## config.mk

```make
export PLATFORM = sky130hd
export DESIGN_NAME = sprite_ram_loader
export DESIGN_NICKNAME = d
export VERILOG_FILES = /design/src/rtl/sprite_ram_loader.sv
export SDC_FILE = /design/constraint.sdc
export NUM_CORES = 1
export LEC_CHECK = 0
export ABC_AREA = 1
export CAP_MARGIN = 25
export CORE_AREA = 2 2 75 77
export CTS_BUF_LIST = sky130_fd_sc_hd__clkbuf_4
export CTS_CLUSTER_DIAMETER = 120
export CTS_CLUSTER_SIZE = 40
export DETAILED_ROUTE_END_ITERATION = 10
export DIE_AREA = 0 0 77 79
export PLACE_DENSITY_LB_ADDON = 0.25
export SETUP_SLACK_MARGIN = 0.15
export SKIP_LAST_GASP = 1
export SYNTH_ARGS = -nofsm -noshare
export SYNTH_HDL_FRONTEND = slang
export SYNTH_SLANG_ARGS = --single-unit
```

## constraint.sdc

```tcl
create_clock -name clk -period 1.4 [get_ports clk]
set_input_delay 0.28 -clock clk [delete_from_list [all_inputs] [get_ports clk]]
set_output_delay 0.28 -clock clk [all_outputs]
set_load 0.02 [all_outputs]
```

## src/rtl/sprite_ram_loader.sv

```systemverilog
// Sprite RAM loader: writes a sprite into RAM in raster order, either from a
// valid/ready pixel stream or as a solid KEY_COLOR fill.
//
// state | meaning
// IDLE  | waiting for start (stream load) or fill
// LOAD  | accepting stream pixels, one write per accepted pixel
// FILL  | writing KEY_COLOR, one pixel per cycle
// DONE  | final write issued; completion pulse follows
module sprite_ram_loader #(
    parameter int            CD        = 12,
    parameter int            ADDR      = 10,
    parameter int            H_SIZE    = 16,
    parameter int            V_SIZE    = 16,
    parameter logic [CD-1:0] KEY_COLOR = '0
) (
    input  logic            clk,
    input  logic            reset_n,
    input  logic            start,
    input  logic            fill,
    input  logic            abort,
    input  logic            s_valid,
    input  logic [CD-1:0]   s_data,
    output logic            s_ready,
    output logic            we,
    output logic [ADDR-1:0] addr_w,
    output logic [CD-1:0]   pixel_out,
    output logic            busy,
    output logic            done,
    output logic [ADDR:0]   pix_cnt
);

    localparam int AW2 = ADDR / 2;
    localparam logic [AW2-1:0] COL_LAST = AW2'(H_SIZE - 1);
    localparam logic [AW2-1:0] ROW_LAST = AW2'(V_SIZE - 1);

    typedef enum logic [1:0] {
        IDLE = 2'd0,
        LOAD = 2'd1,
        FILL = 2'd2,
        DONE = 2'd3
    } state_t;

    state_t          state_q, state_d;
    logic [AW2-1:0]  row_q, row_d;
    logic [AW2-1:0]  col_q, col_d;
    logic            we_q, we_d;
    logic [ADDR-1:0] addr_q, addr_d;
    logic [CD-1:0]   pix_q, pix_d;
    logic [ADDR:0]   cnt_q, cnt_d;
    logic            done_q, done_d;
    logic            wr;
    logic [CD-1:0]   wdata;

    always_ff @(posedge clk or negedge reset_n) begin
        if (!reset_n) begin
            state_q <= IDLE;
            row_q   <= '0;
            col_q   <= '0;
            we_q    <= 1'b0;
            addr_q  <= '0;
            pix_q   <= '0;
            cnt_q   <= '0;
            done_q  <= 1'b0;
        end else begin
            state_q <= state_d;
            row_q   <= row_d;
            col_q   <= col_d;
            we_q    <= we_d;
            addr_q  <= addr_d;
            pix_q   <= pix_d;
            cnt_q   <= cnt_d;
            done_q  <= done_d;
        end
    end

    always_comb begin
        state_d = state_q;
        row_d   = row_q;
        col_d   = col_q;
        we_d    = 1'b0;
        addr_d  = addr_q;
        pix_d   = pix_q;
        cnt_d   = cnt_q;
        done_d  = 1'b0;
        wr      = 1'b0;
        wdata   = KEY_COLOR;

        case (state_q)
            IDLE: begin
                if (start || fill) begin
                    state_d = start ? LOAD : FILL;
                    row_d   = '0;
                    col_d   = '0;
                    cnt_d   = '0;
                end
            end
            LOAD: begin
                if (abort) begin
                    state_d = IDLE;
                end else if (s_valid) begin
                    wr    = 1'b1;
                    wdata = s_data;
                end
            end
            FILL: begin
                if (abort) begin
                    state_d = IDLE;
                end else begin
                    wr = 1'b1;
                end
            end
            DONE: begin
                done_d  = 1'b1;
                state_d = IDLE;
            end
            default: state_d = IDLE;
        endcase

        // Columns beyond H_SIZE-1 are skipped so only the visible sprite area is written.
        if (wr) begin
            we_d   = 1'b1;
            addr_d = ADDR'({row_q, col_q});
            pix_d  = wdata;
            cnt_d  = cnt_q + (ADDR+1)'(1);
            if (col_q == COL_LAST) begin
                col_d = '0;
                if (row_q == ROW_LAST) begin
                    state_d = DONE;
                end else begin
                    row_d = row_q + AW2'(1);
                end
            end else begin
                col_d = col_q + AW2'(1);
            end
        end
    end

    assign s_ready   = (state_q == LOAD) && !abort;
    assign busy      = (state_q != IDLE);
    assign we        = we_q;
    assign addr_w    = addr_q;
    assign pixel_out = pix_q;
    assign pix_cnt   = cnt_q;
    assign done      = done_q;

endmodule
```

# Yosys cells after proc, flatten, opt, wreduce, memory -nomap -nowiden

Index checks and enable logic that the tools add are counted.

$add $sub $neg: 3
Equality and inequality tests: 5
Muxes and demuxes: 28
Reduce and logical (&&, ||, !) cells: 9

Operators by type and width:

| operator                | count |
|---|---|
| $mux W5                 | 9 |
| $mux W12                | 3 |
| $mux W11                | 3 |
| $mux W2                 | 6 |
| $add A11 B1 Y11 const B | 1 |
| $add A5 B1 Y5 const B   | 2 |
| $eq A5 B4 Y1 const B    | 2 |
| $pmux W2 S3             | 1 |
| $reduce_bool A2 Y1      | 3 |
| $mux W1                 | 5 |
| $eq A2 B2 Y1 const B    | 2 |
| $eq A2 B1 Y1 const B    | 1 |
| $logic_not A2 Y1        | 1 |
| $pmux W1 S2             | 1 |
| $reduce_and A2 Y1       | 1 |
| $reduce_or A2 Y1        | 1 |
| $logic_and A1 B1 Y1     | 1 |
| $logic_not A1 Y1        | 1 |
| $logic_or A1 B1 Y1      | 1 |

Bits in registers: 47
Output and inout bits: 37

# Logic depth before layout (Yosys ltp)

Depth after elaboration: 6
Mapped depth: 10
Gate-level depth less buffers: 10

# Least setup slack after synthesis

Ideal clock, no wire load.

Path type: flip-flop to flip-flop
Start point: register state_q[0]
End point: register cnt_q[8], in the netlist pix_cnt[8]
Setup time: 0.074 ns
Data arrival time: 1.447 ns
Required time: 1.326 ns
Path slack: -0.121 ns
Stages on the path, launching flop included: 11
Buffers on the path: 1
Clock period less this slack: 1.521 ns
Cells stage by stage: dfrtp_1 > inv_1 > ha_1 > nand2_1 > inv_2 > nand2_2 > nand2_4 > nor2_4 > buf_6 > nand2_1 > o21ai_2

Cells in the longest elaborated chain, start to end: 4
Elaborated cells between the ends (all ways): 8

RTL lines:

| element                                             | line | RTL |
|---|---|---|
| start: declaration                                  | 43   | `state_t state_q, state_d;` |
| start signal: assignment                            | 65   | `state_q <= state_d;` |
| $eq A2 B2 Y1 / $eq A2 B1 Y1 (equally long branches) | 88   | `case (state_q)` |
| $pmux W1 S2                                         | 88   |  |
| $reduce_bool A2 Y1 (no line)                        | n/a  |  |
| $reduce_and A2 Y1 (no line)                         | n/a  |  |
| end signal: assignment                              | 71   | `cnt_q <= cnt_d;` |
| end: declaration                                    | 49   | `logic [ADDR:0] cnt_q, cnt_d;` |

Several ways; a longest one is shown, not always the timed one.
A chain may end at the register's enable or synchronous reset.

# Worst setup path in the final report

Start point: register state_q[1]
End point: register cnt_q[6], in the netlist pix_cnt[6]

The elaborated chain is that of the path after synthesis.

==> summary.md <==
| Metric | Value |
|---|---|
| Cell-by-cell trace of the critical path | `inv_2, buf_12, ha_4, nand2_2, inv_2, nand2_4, nand2_8, nor2_4, buf_12, nand2_2, o21ai_2` |
| Total Routed Length | `5.49 mm` |
| Clock Sinks | `47` |
| Cell with the biggest individual delay on the critical path | `sky130_fd_sc_hd__dfrtp_1` |
| Compound-cell area share of the yosys netlist | `4.20%` |
| Primary FF master, synth | `sky130_fd_sc_hd__dfrtp_1` |
| Largest delay share family, worst path | `simple AND/OR/NAND/NOR gates` |
| Fin. max-slew vios | `0` |
| Area added between synthesis and finish | `52.4%` |
| Overall power after layout | `0.00533 W` |
| Top cell types by occurrence after synthesis | `84 x sky130_fd_sc_hd__nand2_1, 52 x sky130_fd_sc_hd__nand3_1, 47 x sky130_fd_sc_hd__dfrtp_1, 20 x sky130_fd_sc_hd__nor2_1, 19 x sky130_fd_sc_hd__inv_1` |
| Detailed placer's ending HPWL | `3.74 mm` |
| Top-count cell post-synth | `sky130_fd_sc_hd__nand2_1` |
| Count of unique library cells instantiated by Yosys | `25` |
| Number of synthesized flops with an enable pin | `0` |
| Worst setup SP type | `flop` |
| Via/cell ratio | `around 4.9` |
| Shortest period the worst path allows | `1.59 ns` |
| Final Skew | `0.0281 ns` |
| Number of clock buffers inserted by TritonCTS | `5` |
| Area share of and/or/nand/nor cells after synthesis | `33.2%` |
| Areal power density over the cells | `1510 mW/mm^2` |
| Type of destination of the critical path | `flop` |
| Cell area after synthesis | `0.00232 mm^2` |
| Portion of the post-synthesis area used by sequential elements | `50.6%` |
| Run status | `finished with violations` |
| Final Wtd Congestion | `0.807` |
| Multiplexer area fraction after synthesis | `0%` |
| Crit path DAT | `1.88 ns` |
| Number of diodes | `0` |
| Hold Path Class | `in2async` |
| Maximum single-stage delay on the critical path | `0.41 ns` |
| Post-route worst setup slack | `-0.195 ns` |
| Per-cell routed wire length | `approximately 12 um` |
| Share of the synthesized area in the top cell type | `50.6%` |
| Post-synthesis cell count | `277` |
| Effective utilization at floorplan | `43.5%` |
| H-tree levels | `2` |
| Number of endpoints with negative hold slack in the final report | `0` |
| Failing checks | `negative setup slack` |
| # nets final | `approximately 400` |
| Total number of vias | `about 2.2k` |
| Total negative slack for setup checks | `-6.86 ns` |
| RSZ-0062 raised after global routing | `yes` |
| Crit path buffers/inverters | `4` |
| Pin slew with the least headroom to its limit | `0.312 ns` |
| Pre-CTS setup slack | `-0.374 ns` |
| Num rows | `27` |
| Cell types with the largest area share after synthesis | `sky130_fd_sc_hd__dfrtp_1 51%, sky130_fd_sc_hd__nand2_1 14%, sky130_fd_sc_hd__nand3_1 11%` |
| Dominant combinational cell family by area after synthesis | `simple AND/OR/NAND/NOR gates` |
| Wire length of the first global-routing pass | `8.82 mm` |
| Worst slew margin relative to its limit | `79.1%` |
| Fraction of registers with async set or reset after synthesis | `100%` |
| Iter 0 DRT Violations | `77` |
| Max rail drop VDD | `~1.3 mV` |
| CP Class | `reg2reg` |
| Adder-cell share of the synthesized area | `approximately 4.3%` |
| CTS tree | `built` |
| Most area-hungry cell type in the Yosys netlist | `sky130_fd_sc_hd__dfrtp_1` |
| Number of nets in the synthesized netlist | `about 300` |
| Maximum fanout along the worst path | `7` |
| Max clock buf depth | `2` |
| Width of the chip | `77 um` |
| Max Clk Rate | `roughly 630 MHz` |
| Ratio of cells with drive above 1 in the final layout | `34.0%` |
| Leakage Power | `1.83 nW` |
| DRC violation count after routing | `0` |
| Number of antenna violations at the first check in global routing | `0` |
| Clock latency on the worst-skew pair | `about 0.38 ns` |
| First-pass DRT Iterations | `4` |
| WP data required | `1.69 ns` |
| Clk pin slew, worst setup/hold paths | `roughly 0.14 ns` |
| Setup-violating endpoint count in the final report | `48` |
| Final Util | `66.3%` |
| Grt total ovfl | `0` |
| Max Cap Violations | `0` |
| Overall routing resource usage | `a little under a fifth` |
| Avg Synthesized Cell Area | `about 8.4 um^2` |
| Number of nets with antenna violations after detailed routing | `0` |
| Via count of the first global-routing pass | `a little over 2k` |
| Ports | `55` |
| Vert. Die Dim | `79 um` |
| Core footprint | `~0.0053 mm^2` |
| Ys Warns | `0` |
| Root buffer selected by CTS | `sky130_fd_sc_hd__clkbuf_4` |
| Largest net degree at the start of global routing | `37` |
| Post-synthesis xor/xnor area fraction | `0.754%` |
| Final worst path period share | `114%` |
| Flip-flop and latch count after synthesis | `47` |
| Die area | `roughly 0.0061 mm^2` |
| Port buffer count | `54` |
[layout make-up]
class,count,area (um^2)
Multi-Input combinational cell,199,1080
Timing Repair Buffer,104,1030
Clock inverter,3,43.8
Clock buffer,5,37.5
Tap cell,72,90.1
Fill cell,453,1800
Inverter,21,78.8
Sequential cell,47,1180
[metal layers]
| layer | GRT usage [%] | share of wire, % | vias to the layer above |
|---|---|---|---|
| met5 | 0 | 0 | - |
| met4 | 6.96 | 1.5 | 0 |
| met3 | 3.86 | 3.5 | 9 |
| met2 | 32.1 | 53 | 48 |
| met1 | 21.7 | 42 | 1043 |
| li1 | - | - | 1102 |
[timing repair]
item / 4_1_cts / 5_1_grt
resized for setup: 168 / 58
hold buffers: 1 / 0
pin swaps: 1 / 9
gates cloned: 0 / 3
buffers inserted: 9 / 7
endpoints found under the hold margin: 11 / 0
endpoints found under the setup margin: 83 / 74
[stage by stage]
stage	std cells	hold WS [ns]	cell area [um^2]
2_1_floorplan	277	-0.0156	2350
3_3_place_gp	423	0.190	3180
3_5_place_dp	423	0.190	3180
4_1_cts	441	0.311	3220
5_1_grt	451	0.319	3540
6_report	451	0.315	3540
[worst paths after layout]
path                                           from                   endpoint  cells past startpoint  slack, ns
max                            state_q[1]$_DFF_PN0_     pix_cnt[6]$_DFFE_PN0P_                     11      -0.19
min                                         reset_n       state_q[1]$_DFF_PN0_                      2       0.31
max reg2reg                    state_q[1]$_DFF_PN0_     pix_cnt[6]$_DFFE_PN0P_                     11      -0.19
min reg2reg                pixel_out[2]$_DFFE_PN0P_   pixel_out[2]$_DFFE_PN0P_                      2       0.52
max in group asynchronous                   reset_n     pix_cnt[6]$_DFFE_PN0P_                      3       0.59
min in group clk                         s_data[11]  pixel_out[11]$_DFFE_PN0P_                      3       0.44
[cell usage in the layout, fill, tap and decap left out, types with 2 or more instances in the layout]
cell / instances
sky130_fd_sc_hd__o21ai_1: 4
sky130_fd_sc_hd__clkbuf_16: 3
sky130_fd_sc_hd__buf_6: 30
sky130_fd_sc_hd__buf_12: 5
sky130_fd_sc_hd__a21oi_1: 7
sky130_fd_sc_hd__nand2_4: 3
sky130_fd_sc_hd__o21ai_0: 2
sky130_fd_sc_hd__dfrtp_1: 46
sky130_fd_sc_hd__nand2_1: 75
sky130_fd_sc_hd__buf_4: 37
sky130_fd_sc_hd__clkdlybuf4s50_1: 16
sky130_fd_sc_hd__inv_2: 5
sky130_fd_sc_hd__or2_2: 4
sky130_fd_sc_hd__o21ai_2: 3
sky130_fd_sc_hd__buf_2: 11
sky130_fd_sc_hd__ha_1: 7
sky130_fd_sc_hd__nor2_4: 3
sky130_fd_sc_hd__inv_1: 15
sky130_fd_sc_hd__xor2_1: 2
sky130_fd_sc_hd__nand4_1: 4
sky130_fd_sc_hd__nor2_1: 20
sky130_fd_sc_hd__nand3_2: 5
sky130_fd_sc_hd__nand3_1: 48
sky130_fd_sc_hd__clkbuf_4: 5
sky130_fd_sc_hd__nand2_2: 7
[cell families after synthesis]
family / count (synthesis)
xor gates and xnor gates: 2
adders and majority gates: 8
buffers and inverters: 31
DFF: 47
and+or+nand+nor: 171
AOI/OAI and AO/OA: 18
[registers in the layout (all words and copies together), names as in the netlist]
register,cells
pixel_out,12
state_q,2
addr_w,10
pix_cnt,11
col_q,5
we,1
done,1
row_q,5
[where the power goes]
part | switching (W) | leakage [nW] | internal (W)
sequential | 0.000175 | 0.630 | 0.00163
combinational | 0.00135 | 1.16 | 0.00135
clock | 0.000458 | 0.0452 | 0.000376
[worst register-to-register path, cell delays in order (launching register included)]
cell and delay, ns:
sky130_fd_sc_hd__dfrtp_1 0.41, sky130_fd_sc_hd__inv_2 0.09, sky130_fd_sc_hd__buf_12 0.10, sky130_fd_sc_hd__ha_4 0.20, sky130_fd_sc_hd__nand2_2 0.07, sky130_fd_sc_hd__inv_2 0.04, sky130_fd_sc_hd__nand2_4 0.08, sky130_fd_sc_hd__nand2_8 0.09
sky130_fd_sc_hd__nor2_4 0.17, sky130_fd_sc_hd__buf_12 0.15, sky130_fd_sc_hd__nand2_2 0.05, sky130_fd_sc_hd__o21ai_2 0.05
Power figures use the tool's default switching activity.
